`src/rtl/imem_loader_pkg.sv`:
```
// Shared definitions for the instruction-memory loader: FSM state encoding
// and the fixed byte counts that frame a program stream.
package imem_loader_pkg;

  localparam logic [2:0] ST_IDLE = 3'd0;
  localparam logic [2:0] ST_HDR0 = 3'd1;
  localparam logic [2:0] ST_HDR1 = 3'd2;
  localparam logic [2:0] ST_DATA = 3'd3;
  localparam logic [2:0] ST_CHK  = 3'd4;
  localparam logic [2:0] ST_DONE = 3'd5;
  localparam logic [2:0] ST_ERR  = 3'd6;

  // Stream framing: little-endian 16-bit word count, then one XOR checksum byte.
  localparam int HDR_BYTES = 2;
  localparam int CHK_BYTES = 1;

  typedef logic [15:0] wcnt_t;

endpackage

```
`src/rtl/imem_loader_word_asm.sv`:
```
// Assembles four consecutive stream bytes into one little-endian 32-bit word.
module loader_word_asm
  import imem_loader_pkg::*;
(
  input  logic        clk,
  input  logic        rst,
  input  logic        clr,
  input  logic        en,
  input  logic [7:0]  byte_data,
  output logic        word_vld,
  output logic [31:0] word
);

  logic [23:0] sr;
  logic [1:0]  lane;

  // Bytes enter at the top, so after three shifts sr holds {b2,b1,b0}.
  always_ff @(posedge clk or posedge rst) begin
    if (rst) begin
      sr   <= '0;
      lane <= '0;
    end else if (clr) begin
      sr   <= '0;
      lane <= '0;
    end else if (en) begin
      sr   <= {byte_data, sr[23:8]};
      lane <= lane + 2'd1;
    end
  end

  assign word_vld = en && (lane == 2'd3);
  assign word     = {byte_data, sr};

endmodule

```
`src/rtl/imem_loader.sv`:
```
// Streams a length-prefixed, XOR-checksummed program into instruction memory
// and holds the core in reset until the image is verified.
module imem_loader
  import imem_loader_pkg::*;
#(
  parameter int IMEM_WORDS = 32
) (
  input  logic        clk,
  input  logic        rst,
  input  logic        start,
  input  logic        byte_valid,
  input  logic [7:0]  byte_data,
  output logic        byte_ready,
  output logic        im_we,
  output logic [31:0] im_addr,
  output logic [31:0] im_wdata,
  output logic        cpu_hold,
  output logic        done,
  output logic        error
);

  logic [2:0]  state;
  logic [7:0]  n_lo;
  logic [7:0]  acc;
  wcnt_t       wcnt;
  wcnt_t       nwords;
  wcnt_t       n_hdr;
  logic        xfer;
  logic        take_start;
  logic        word_vld;
  logic [31:0] word;

  assign byte_ready = (state == ST_HDR0) || (state == ST_HDR1) ||
                      (state == ST_DATA) || (state == ST_CHK);
  assign xfer       = byte_valid && byte_ready;
  assign take_start = start && ((state == ST_IDLE) || (state == ST_DONE) ||
                                (state == ST_ERR));
  assign n_hdr      = {byte_data, n_lo};

  assign done     = (state == ST_DONE);
  assign error    = (state == ST_ERR);
  assign cpu_hold = (state != ST_DONE);

  loader_word_asm u_asm (
    .clk       (clk),
    .rst       (rst),
    .clr       (take_start),
    .en        (xfer && (state == ST_DATA)),
    .byte_data (byte_data),
    .word_vld  (word_vld),
    .word      (word)
  );

  always_ff @(posedge clk or posedge rst) begin
    if (rst) begin
      state    <= ST_IDLE;
      n_lo     <= '0;
      nwords   <= '0;
      acc      <= '0;
      wcnt     <= '0;
      im_we    <= 1'b0;
      im_addr  <= '0;
      im_wdata <= '0;
    end else begin
      // Write strobe lands the cycle after the fourth byte of each word.
      im_we <= word_vld;
      if (word_vld) begin
        im_addr  <= {14'd0, wcnt, 2'b00};
        im_wdata <= word;
        wcnt     <= wcnt + 16'd1;
      end

      case (state)
        ST_IDLE, ST_DONE, ST_ERR: begin
          if (start) begin
            state <= ST_HDR0;
            acc   <= '0;
            wcnt  <= '0;
          end
        end
        ST_HDR0: begin
          if (xfer) begin
            n_lo  <= byte_data;
            state <= ST_HDR1;
          end
        end
        ST_HDR1: begin
          if (xfer) begin
            nwords <= n_hdr;
            if (n_hdr == 16'd0)
              state <= ST_CHK;
            else if (n_hdr > 16'(IMEM_WORDS))
              state <= ST_ERR;
            else
              state <= ST_DATA;
          end
        end
        ST_DATA: begin
          if (xfer)
            acc <= acc ^ byte_data;
          if (word_vld && ((wcnt + 16'd1) == nwords))
            state <= ST_CHK;
        end
        ST_CHK: begin
          if (xfer)
            state <= (byte_data == acc) ? ST_DONE : ST_ERR;
        end
        default: state <= ST_IDLE;
      endcase
    end
  end

endmodule

```
`config.mk`:
```
export PLATFORM = sky130hd
export DESIGN_NAME = imem_loader
export DESIGN_NICKNAME = d
export VERILOG_FILES = /design/src/rtl/imem_loader_pkg.sv /design/src/rtl/imem_loader_word_asm.sv /design/src/rtl/imem_loader.sv
export SDC_FILE = /design/constraint.sdc
export NUM_CORES = 1
export LEC_CHECK = 0
export CORE_ASPECT_RATIO = 0.7
export CORE_MARGIN = 2
export CORE_UTILIZATION = 39
export DETAILED_ROUTE_END_ITERATION = 7
export SLEW_MARGIN = 20
export SYNTH_ARGS = -nofsm -noshare
export SYNTH_HDL_FRONTEND = slang
export SYNTH_SLANG_ARGS = --single-unit
```
`constraint.sdc`:
```
create_clock -name clk -period 5.25 [get_ports clk]
set_input_delay 0.525 -clock clk [delete_from_list [all_inputs] [get_ports clk]]
set_output_delay 0.525 -clock clk [all_outputs]
set_load 0.05 [all_outputs]
```
; Word level (Yosys, flattened, before mapping)
; Cells that the tools add are included.
[word_totals]
output_inout_bits = 69
mem_bits_ro = 0
input_bits = 12
ram_bits = 0
mem_count = 0
elab_cells = 68
latchBits = 0
register_bits = 126
[classes]
n_div = 0
n_shift = 0
multipliers = 0
n_mux = 19
order_cmp = 1
eq_ne = 16
add_sub_neg = 2
reduce_logical = 19
n_bitwise = 1
[ops]
columns = cell, n
row1 = 2-to-1 mux 16 bit, 3
row2 = 2-to-1 mux 24 bit, 2
row3 = 2-to-1 mux 3 bit, 7
row4 = adder 16 x 1 -> 16 bit (second input constant), 1
row5 = equality test 16 bit, 1
row6 = greater-than comparator 16 x 6 -> 1 bit (second input constant), 1
row7 = logical NOT 16 bit, 1
row8 = 2-to-1 mux 8 bit, 2
row9 = case mux 8 bit (2 select lines), 1
row10 = case mux 3 bit (5 select lines), 1
row11 = inequality test 2 bit (second input constant), 5
row12 = equality test 3 bit (second input constant), 3
row13 = equality test 8 bit, 1
row14 = XOR 8 bit, 1
row15 = equality test 3 x 2 -> 1 bit (second input constant), 2
row16 = 2-to-1 mux 2 bit, 3
row17 = logical AND 1 bit, 5
row18 = logical OR 1 bit, 5
row19 = AND reduction 5 bit, 1
row20 = AND reduction 2 bit, 2
row21 = nonzero test 2 bit, 2
row22 = equality test 3 x 1 -> 1 bit (second input constant), 1
row23 = logical NOT 3 bit, 1
row24 = inequality test 3 bit (second input constant), 1
row25 = 5 further kinds, 5

; Depth between registers and ports, before layout
[logic_depth]
ltp_word = 10
mapped_depth = 9
depth_no_buf = 7

; Cells and area by module
; A second synthesis with hierarchy kept.
[hier_totals]
hier_cells = 525
area_unflattened_um2 = 6095.8
[by_module_without_submodules]
columns = mod, area_per_inst_um2, seq_area_each_um2, cells_each, instances
row1 = imem_loader, 4937.2, 2502.4, 430, 1
row2 = loader_word_asm, 1158.6, 650.6, 95, 1

; Worst setup path before layout
; OpenSTA, ideal clock, no wires.
[synth_timing]
kind = reg2reg
startpoint = register wcnt[1]
endpoint = register state[0]
synth_period_minus_slack_ns = 2.298
setup_ns = 0.121
arrival_time_ns = 2.177
path_stages_with_launch = 8
path_buffers = 0
required_ns = 5.129
setup_slack_ns = 2.952
cell_sequence = dfrtp_1 -> ha_1 -> nand3_1 -> o21a_1 -> or4_1 -> a221oi_2 -> nand4b_1 -> a22o_1
[synth_via]
elab_chain_cells = 5
[synth_rtl]
columns = element, line_no
row1 = from (decl), imem_loader.sv:25  ; wcnt_t wcnt;
row2 = from (signal assigned), imem_loader.sv:70  ; wcnt <= wcnt + 16'd1;
row3 = adder 16 x 1 -> 16 bit, imem_loader.sv:101  ; if (word_vld && ((wcnt + 16'd1) == nwords))
row4 = equality test 16 bit, imem_loader.sv:101
row5 = logical AND 1 bit, imem_loader.sv:101
row6 = inequality test 2 x 1 -> 1 bit (no source line), -
row7 = AND reduction 5 bit (no source line), -
row8 = to (signal assigned), imem_loader.sv:106  ; state <= (byte_data == acc) ? ST_DONE : ST_ERR;
row9 = to (decl), imem_loader.sv:22  ; logic [2:0] state;
; No other way between the ends.
; A chain may end at the register's enable or synchronous reset.

; Worst setup path after layout
[layout_timing]
startpoint = register state[0]
endpoint = output done
[layout_via]
elab_chain_cells = 1
[layout_rtl]
columns = element, line_no
row1 = equality test 3 bit, imem_loader.sv:40  ; assign done = (state == ST_DONE);
row2 = to (decl), imem_loader.sv:18  ; output logic done,
; No other way between the ends.

==> qor.yml <==
status:
  run_status: "finished, final reports clean"
clock_tree:
  hold_buffers: 0
  cts_resized: 0
  clk_latency_ns: 0.42
  htreeDepth: 4
  cts_tree: "built"
  cts_setup_buffers: 0
  clkTransAtPathRegs_ns: 0.06
  clockBufferDepth: 2
  cts-buffers-inserted: 17
  cts_num_sinks: 126
  cts_root_buf: "clkbuf_16"
synth:
  synth_ff_type: "dfrtp_1"
  synth_area_per_cell_sq_um: 9.32
  ys_warn_count: 0
  synth_edf_count: 0
  synth_area_leaders: "dfrtp_1, nand2_1, mux2_2"
  yosysSeqAreaShare_pct: 53.8
  synth_top_area_cell: "dfrtp_1"
  synth_top_area_share_pct: 53.8
  async_flop_share_pct: 100
  yosysUniqueCellTypes: 47
  netlist_instances: 629
  synth_area_sq_um: 5860
  synth_seq_cells: 126
detailed_routing:
  num_vias: 4525
  vias_per_cell: 5.05
  drt_first_iter_violations: 266
  drc_errors: 0
  antenna_left: 0
  wirelength_um: 13900
  wire_per_inst_um: 15.5
  first_pass_iters: 5
setup_path:
  critPathMaxFanout: 9
  cp.required_ns: 4.72
  cp.arrival_ns: 2.48
  crit_path_start_kind: "flop"
  reg2reg_from: "state[1]"
  crit_type: "flop to output pin"
  reg2reg_depth: 8
  crit_path_end_kind: "output pin"
  critPathLaunch: "state[0]"
power_and_ir_drop:
  pwr-share-seq_pct: 37.7
  ir_worst_vdd_v: 0.000316
  leakage_uw: 0.00331
  p_sw_uw: 1330
  p_int_uw: 2510
  pwr_density_cell_nw_per_um2: 529
  switching_share_pct: 34.6
  p_clk_share_pct: 33.3
  pwr-share-comb_pct: 28.9
timing:
  tightest_slew_ns: 0.955
  slew_viol_final: 0
  finalSetupTns_ns: 0
  skew_ns: 0.00833
  fin_crit_ns: 3.00
  setup_viol: 0
  post-route-period-util_pct: 57.2
  hold_violations: 0
  rsz0062_at_grt: "false"
  fmax_mhz: 333
  maxSlewHeadroom_pct: 36.3
worst_hold_path:
  hold_class: "flop to flop"
  whs_path_depth: 2
  hold_start: "u_asm.sr[0]"
global_routing:
  antenna_found_initial: 0
  grt_overflow: 0
  grt_max_degree: 86
  grt_pass1_wl_um: 23200
  track_usage_pct: 18.7
  grt_pass1_vias: 4481
final_layout:
  register_area_sq_um: 3150
  final_util_pct: 49.4
  drive_gt1_share_pct: 10.4
  final.fill_count: 1356
  nets: 702
  multiInputGateArea_sq_um: 2460
  syn_to_final_growth_pct: 23.6
  n_antenna_cell: 0
place:
  dp_hpwl_um: 9130
  portBuffers: 64
  gp_congestion: 0.873
floorplanning:
  initial_core_util_pct: 39.9
  rows: 37
  pin_count: 81
  die_y_um: 107
  fp.dieW_um: 151
  core_area_sq_um: 14700
  die_area_sq_um: 16000
flow_run:
  max-cap-violations: 0
-- cells by family after synthesis --
| group | Yosys count | synth area share, % |
|---|---|---|
| multiplexers | 26 | 4.95 |
| adder cells (fa/ha/maj) | 2 | 0.427 |
| AND/OR/NAND/NOR | 303 | 22.3 |
| buffers and inverters | 59 | 5.51 |
| XOR/XNOR | 41 | 6.13 |
| other | 1 | 0.0640 |
| flip-flops | 126 | 53.8 |
| AO/OA/AOI/OAI | 71 | 6.85 |
-- registers in the layout, summed over array words and instances (netlist names) --
name and count:
acc 8, im_wdata 32, im_we 1, im_addr 16, u_asm.sr 24, wcnt 16, u_asm.lane 2, state 3
n_lo 8, nwords 16
-- cell usage after synthesis, types with 4 or more instances --
master      n
a21oi_1    32
and3_1      4
buf_1       4
buf_4      17
clkbuf_1   18
dfrtp_1   126
inv_1      12
mux2_2     24
nand2_1   203
nand2b_1   12
nand3_1    10
nand4_1    10
nor2_1     37
nor3_1      7
o21ai_0    24
or4_1       4
xnor2_1    29
xor2_1     12
-- final cells by class --
type / instances / area share (%)
sequential: 126 / 43.5
multi-input combinational: 459 / 33.9
timing repair buffer: 70 / 9.46
clock buffer: 17 / 5.87
tap: 195 / 3.37
clock inverter: 15 / 3.04
inverter: 14 / 0.794
-- critical path, cell delays in order, from the launching register on --
cell and delay [ns]:
dfrtp_1 0.51, clkinv_1 0.28, or2_2 0.41, inv_1 0.07
clkdlybuf4s50_1 0.79
-- power groups by stage --
| stage | logic (uW) | clock network, uW | registers (uW) |
|---|---|---|---|
| 6_report | 1110 | 1280 | 1450 |
| 5_1_grt | 1210 | 1350 | 1490 |
| 4_1_cts | 1120 | 1300 | 1440 |
| 3_5_place_dp | 1110 | 0 | 1460 |
| 3_3_place_gp | 1090 | 0 | 1440 |
| 2_1_floorplan | 727 | 0 | 1520 |
-- stage by stage --
step | hold slack (ns) | instance area [sq um] | std cells | power (uW) | worst slack [ns]
after floorplan | 0.439 | 5920 | 644 | 2250 | 1.37
after global placement | 0.458 | 6590 | 864 | 2530 | 1.94
after detailed placement | 0.452 | 6590 | 864 | 2570 | 1.85
after CTS | 0.468 | 7240 | 896 | 3860 | 2.25
after global routing | 0.489 | 7250 | 896 | 4050 | 2.01
final | 0.464 | 7250 | 896 | 3830 | 2.25
-- final timing paths --
check / end / slack [ns]
worst min register to register: im_wdata[0] / 0.46
worst min-delay path: im_wdata[0] / 0.46
worst max-delay path: done / 2.25
worst max register to register: state[0] / 2.32
max in group asynchronous: u_asm.sr[17] / 3.55
min in group asynchronous: im_addr[12] / 0.63
-- per-layer routing --
layer  up-vias  global-route usage, %  wire, um
li1       2152                      -         -
met1      2228                   28.8      7130
met2       128                   25.5      5810
met3        17                   4.72       766
met4         0                   5.32       147
met5         -                      0         0
-- placed cells by master (no fill, tap or decap), types with 3 or more instances in the layout --
cell type        count
nand2_1            202
dfrtp_1            126
clkdlybuf4s50_1     64
nor2_1              37
a21oi_1             32
xnor2_1             29
o21ai_0             24
mux2_2              24
clkbuf_16           17
conb_1              16
nand2b_1            12
xor2_1              12
inv_1               11
nand4_1             10
nand3_1             10
nor3_1               6
buf_4                6
bufinv_16            5
and3_1               4
or4_1                4
clkinv_4             4
clkinv_2             4
or3_1                3
nor4_1               3
o22ai_1              3
No activity file was read; power rests on OpenSTA's default activity.
